$ cat src/rtl/regfile_wb.sv
// MEM/WB pipeline register and 32x32 register file for the MIPS pipeline.
// Two combinational read ports bypass the pending WB-stage write.
module regfile_wb #(
    parameter int DATA_WIDTH = 32,
    parameter int NUM_REGS   = 32
) (
    input  logic                  Clk,
    input  logic                  Rst,
    input  logic [4:0]            WriteRegister_M,
    input  logic                  RegWrite_M,
    input  logic                  MemToReg_M,
    input  logic [DATA_WIDTH-1:0] ALUResult_M,
    input  logic [DATA_WIDTH-1:0] MemReadData_M,
    input  logic                  Stall,
    input  logic                  Flush,
    input  logic [4:0]            ReadRegister1,
    input  logic [4:0]            ReadRegister2,
    output logic [DATA_WIDTH-1:0] ReadData1,
    output logic [DATA_WIDTH-1:0] ReadData2,
    output logic [4:0]            WBRegister,
    output logic                  WBRegWrite,
    output logic [DATA_WIDTH-1:0] WBData
);

    logic [DATA_WIDTH-1:0] regs [NUM_REGS];
    logic [DATA_WIDTH-1:0] sel_data;

    assign sel_data = MemToReg_M ? MemReadData_M : ALUResult_M;

    // Flush wins over Stall so a bubble is always inserted
    always_ff @(posedge Clk or negedge Rst) begin
        if (!Rst) begin
            WBRegister <= '0;
            WBRegWrite <= 1'b0;
            WBData     <= '0;
        end else if (Flush) begin
            WBRegister <= '0;
            WBRegWrite <= 1'b0;
            WBData     <= '0;
        end else if (!Stall) begin
            WBRegister <= WriteRegister_M;
            WBRegWrite <= RegWrite_M;
            WBData     <= sel_data;
        end
    end

    always_ff @(posedge Clk or negedge Rst) begin
        if (!Rst) begin
            for (int i = 0; i < NUM_REGS; i++) begin
                regs[i] <= '0;
            end
        end else if (WBRegWrite && WBRegister != 5'd0) begin
            regs[WBRegister] <= WBData;
        end
    end

    always_comb begin
        ReadData1 = '0;
        if (ReadRegister1 != 5'd0) begin
            if (WBRegWrite && WBRegister == ReadRegister1) begin
                ReadData1 = WBData;
            end else begin
                ReadData1 = regs[ReadRegister1];
            end
        end
    end

    always_comb begin
        ReadData2 = '0;
        if (ReadRegister2 != 5'd0) begin
            if (WBRegWrite && WBRegister == ReadRegister2) begin
                ReadData2 = WBData;
            end else begin
                ReadData2 = regs[ReadRegister2];
            end
        end
    end

endmodule

$ cat config.mk
export PLATFORM = sky130hd
export DESIGN_NAME = regfile_wb
export DESIGN_NICKNAME = d
export VERILOG_FILES = /design/src/rtl/regfile_wb.sv
export SDC_FILE = /design/constraint.sdc
export NUM_CORES = 2
export LEC_CHECK = 0
export CORE_ASPECT_RATIO = 1.75
export CORE_MARGIN = 10
export CORE_UTILIZATION = 50
export CTS_CLUSTER_SIZE = 28
export DETAILED_ROUTE_END_ITERATION = 8
export HOLD_SLACK_MARGIN = 0.12
export PLACE_DENSITY = 0.66
export SLEW_MARGIN = 10
export SYNTH_ARGS = -nofsm -noshare
export SYNTH_HDL_FRONTEND = slang
export SYNTH_SLANG_ARGS = --single-unit
$ cat constraint.sdc
create_clock -name Clk -period 2.5 [get_ports Clk]
set_input_delay 0.375 -clock Clk [delete_from_list [all_inputs] [get_ports Clk]]
set_output_delay 0.375 -clock Clk [all_outputs]
set_load 0.05 [all_outputs]
# Yosys cells after proc, flatten, opt, wreduce, memory -nomap -nowiden
# Index checks and enable logic that the tools add are counted.
[op_classes]
n_lt_le_gt_ge = 4
eq_ne = 3
n_mux = 20
bitwise_logic = 3
n_reduce_logical = 7
[op_table]
columns = ["op", "n"]
rows = [
  ["1024-bit bitwise mux", 1],
  ["32-bit two-way mux", 12],
  ["32-bit binary-select mux with 5-bit select", 2],
  ["32-bit demux with 5-bit select", 1],
  ["6-bit >= comparator (second input constant)", 3],
  ["5-bit inverter with 6-bit output", 3],
  ["5-bit nonzero test", 3],
  ["5-bit == test", 2],
  ["5-bit two-way mux", 2],
  ["6-bit by 1-bit < comparator with 1-bit output (second input constant)", 1],
  ["1-bit logical AND", 4],
  ["1-bit two-way mux", 2],
  ["2-bit by 1-bit != test with 1-bit output (second input constant)", 1],
]
[word_totals]
ff_bits = 1062
in_bits = 85
out_inout_bits = 102
word_cells = 72

# Longest topological paths before layout
[logic_depth]
ltp_word = 6
ltp_mapped = 9
ltp_nobuf = 5

# Least setup slack after synthesis
# No wires, ideal clock.
[synth_timing]
kind = "register to output"
startpoint = "register WBRegister[1]"
endpoint = "output ReadData1[15]"
arrival_time_ns = 2.631
required_ns = 2.125
setup_slack_ns = -0.506
stages_incl_launch_ff = 8
path_buffers = 2
cell_sequence = "dfrtp_1 buf_2 xor2_1 nor4_1 and3_1 clkbuf_1 a31oi_1 a31oi_1"
[synth_via]
elab_chain_cells = 4
[synth_lines]
columns = ["element", "line_no", "text"]
rows = [
  ["start: declaration", "20", "output logic [4:0] WBRegister,"],
  ["start signal: assignment", "41", "WBRegister <= WriteRegister_M;"],
  ["5-bit == test", "60", "if (WBRegWrite && WBRegister == ReadRegister1) begin"],
  ["1-bit logical AND", "60", ""],
  ["32-bit two-way mux", "60", ""],
  ["32-bit two-way mux", "59", "if (ReadRegister1 != 5'd0) begin"],
  ["end: declaration", "18", "output logic [DATA_WIDTH-1:0] ReadData1,"],
]
# No other way between the ends.

# Worst setup path after layout
[layout_timing]
startpoint = "register WBRegister[4]"
endpoint = "output ReadData2[0]"
[layout_via]
elab_chain_cells = 4
[layout_lines]
columns = ["element", "line_no", "text"]
rows = [
  ["5-bit == test", "71", "if (WBRegWrite && WBRegister == ReadRegister2) begin"],
  ["1-bit logical AND", "71", ""],
  ["32-bit two-way mux", "71", ""],
  ["32-bit two-way mux", "70", "if (ReadRegister2 != 5'd0) begin"],
  ["end: declaration", "19", "output logic [DATA_WIDTH-1:0] ReadData2,"],
]
# No other way between the ends.

==> reports/results.env <==
FINAL_COMMON_CELL='mux2_2'
YS_TYPES=68
CLOCK_TREE_FROM_TRITONCTS='built'
FP-ROW-COUNT=164
NUMBER_OF_GLOBAL_ROUTE_VIAS_BEFORE_REPAIR=43350
WORST_IR_DROP_VDD_mV=0.4636
POWER_PER_CELL_AREA_nW_PER_UM2=577.0
FIN_WS_NS=-0.8597
MAX_CAP_VIOLATIONS=0
CLK_PATH_BUF_DEPTH=3
FIRST_PASS_GRT_WIRE_LENGTH_UM=305100
WIRELENGTH_UM=211300
COREAREA_UM2=114300
CTSHTREEMAXLEVEL=3
LAYOUT_COMMON_CELLS='1069 x mux2_2, 1057 x dfrtp_1, 461 x buf_4'
CLK_PIN_SLEW_NS=0.07
MAX_SLEW.WORST_PIN.SLEW_NS=1.255
SYN_AREA_PER_CELL_UM2=14.11
FIN_SKEW_NS=0.02388
INITIAL_CORE_UTIL=0.5046
FINALHOLDVIOLATIONS=0
DIE_H_UM=469.3
PLACED_CELLS=5901
IO_BUFFER_COUNT=186
SYN_AREA_UM2=57680
FINAL.MIN_CLOCK_PERIOD_NS=3.360
LEAKAGE_uW=0.03306
NUMBER_OF_DESIGN_RULE_VIOLATIONS_LEFT_AFTER_DETAIL_ROUTING=0
REQUIRED_NS=2.12
DRT_PRE_ANTENNA_ITERS=8
SYNTH_FF_TYPE='dfrtp_1'
IOS=187
TOTAL_TRACK_USAGE=0.3192
LAYOUT.CELL_AREA.NON_FILLER_UM2=70790
CTS.SINK_COUNT=1062
SYN2LAYOUT_AREA_GROWTH_PCT=22.74
WORSTREGTOREGCELLS=4
SHARE_OF_CELLS_ABOVE_DRIVE_STRENGTH_1=0.5436
CRITICAL_PATH.ENDPOINT_TYPE='primary output'
RUN_STATUS='complete, but fails checks'
YOSYSSEQAREASHARE=0.4608
CRITPATHKIND='flip-flop to primary output'
NUMCTSBUFFERS=102
ROUTE.ANTENNA.REMAINING_NETS=0
CTS-ROOT-BUF='clkbuf_16'
CRITICAL_PATH.MAX_FANOUT=6
DETAIL_ROUTE.ITER0.VIOLATIONS=4087
LAYOUT.CELLS.NON_FILLER=6108
REL_SLEW_SLACK=0.1419
MAPPEDNETLISTNETS=4173
NETLIST_INSTANCES=4088
YOSYS_WARNINGS=0
SYNTH_ENABLE_FLOP_CELLS=0
FINAL_NETS=4610
PLACE_CONGESTION=0.9224
WORSTPATHARRIVAL_NS=2.98
ROUTED_WIRE_LENGTH_PER_INSTANCE_UM=34.59
CLKLATENCYLATEPIN_NS=0.74
SETUP.WORST_PATH.START_CLASS='flip-flop'
POST_DP_CELL_AREA_UM2=65920
VIAS=41271
RSZ0062_AT_GRT='yes'
SETUP_VIOL_COUNT_FINAL=64
HP-CLASS='input pin to asynchronous set/reset pin'
TOTAL_POWER_uW=40850
DETAIL_ROUTE.VIAS_PER_CELL=6.757
GRT_MAX_DEGREE=94
GLOBALROUTE.TOTALOVERFLOW=0
DIEWIDTH_UM=276.7
DETAILED_PLACE_HPWL_UM=140800
POSTLAYOUTCOREUTIL=0.6194
FINAL_MAX_SLEW_VIOL_COUNT=0
SETUP-TNS-FINAL_NS=-47.50
LAYOUT_WORST_PATH_CYCLE_SHARE=1.344
DIE_OUTLINE_AREA_UM2=129900
ANTENNA_FOUND_INITIAL=2
POSTSYNTHREGISTERBITS=1062
SYNTHARSTFLOPSHARE=1.000
FAILED_CHECKS='setup timing'
FMAX_MHz=297.6
-- through the flow --
step	hold slack (ns)	setup slack, ns
2_1_floorplan	0.07941	-0.2260
3_3_place_gp	0.3527	-0.6133
3_5_place_dp	0.3528	-0.5370
4_1_cts	0.1750	-0.8637
5_1_grt	0.2058	-0.9244
6_report	0.1897	-0.8597
-- worst max-delay path: stages, from the launching register on --
cell     delay, ns
dfrtp_2       0.44
buf_12        0.14
xor2_4        0.15
nor4_4        0.31
buf_4         0.18
nand3_4       0.19
nor2_4        0.20
buf_8         0.17
a221o_1       0.25
buf_6         0.19
-- sequential cells by signal, summed over array words and instances (netlist names) --
name / flops
WBData: 32
WBRegWrite: 1
WBRegister: 5
regs: 1024
-- layout make-up --
class	count	area [um^2]
antenna	4	10.01
clock buffer	154	3103
clock inverter	35	483.0
fill	8768	43500
inverter	4	16.27
multi-input combinational	2567	29940
sequential	1062	26580
tap	1494	1869
timing repair buffer	788	8788
-- Yosys cell counts (24+ instances only) --
cell / instances / area share
mux4_2: 369 / 0.14
buf_1: 54 / 0.0035
a22o_1: 24 / 0.0036
dfrtp_1: 1062 / 0.46
o22ai_1: 96 / 0.010
buf_2: 120 / 0.010
mux2_2: 1069 / 0.21
nor3_1: 37 / 0.0032
o21ai_0: 60 / 0.0052
clkbuf_1: 199 / 0.013
a22oi_1: 51 / 0.0066
nand2_1: 51 / 0.0033
nand3_1: 29 / 0.0025
a21oi_1: 65 / 0.0056
buf_6: 26 / 0.0051
a221oi_1: 38 / 0.0058
mux2_1: 32 / 0.0062
mux2i_1: 268 / 0.047
buf_4: 33 / 0.0043
nor2_1: 151 / 0.0098
-- metal layers --
layer	wire, um	track usage
met4	15290	0.2000
met2	101700	0.5226
met3	16420	0.05668
met1	77840	0.3878
met5	0	0
-- cell families after synthesis --
group | Yosys count | synth area share
AOI/OAI and AO/OA | 455 | 0.05484
xor gates and xnor gates | 10 | 0.001519
buffers and inverters | 459 | 0.04388
DFF | 1062 | 0.4608
muxes | 1747 | 0.4096
and+or+nand+nor | 355 | 0.02935
-- repair_timing --
action / CTS / global route
hold buffers: 2 / 0
pin swaps: 48 / 20
setup endpoints to repair: 69 / 74
cloned: 1 / 0
setup buffers: 30 / 6
gates resized for setup: 224 / 40
endpoints found under the hold margin: 544 / 0
-- worst paths after layout --
path | from | to | slack [ns]
max in group asynchronous | Rst | regs[89] | 1.21
min | Rst | regs[163] | 0.19
max | WBRegister[4] | ReadData2[0] | -0.86
max reg2reg | WBRegWrite | regs[370] | 0.10
min reg2reg | regs[1004] | regs[1004] | 0.40
min in group Clk | Stall | WBData[5] | 0.22
-- power by group --
| group | switching (uW) | internal, uW | total, uW |
|---|---|---|---|
| registers | 481 | 17700 | 18200 |
| clock network | 7090 | 9690 | 16800 |
| logic | 3250 | 2630 | 5880 |
Power figures use the tool's default switching activity.
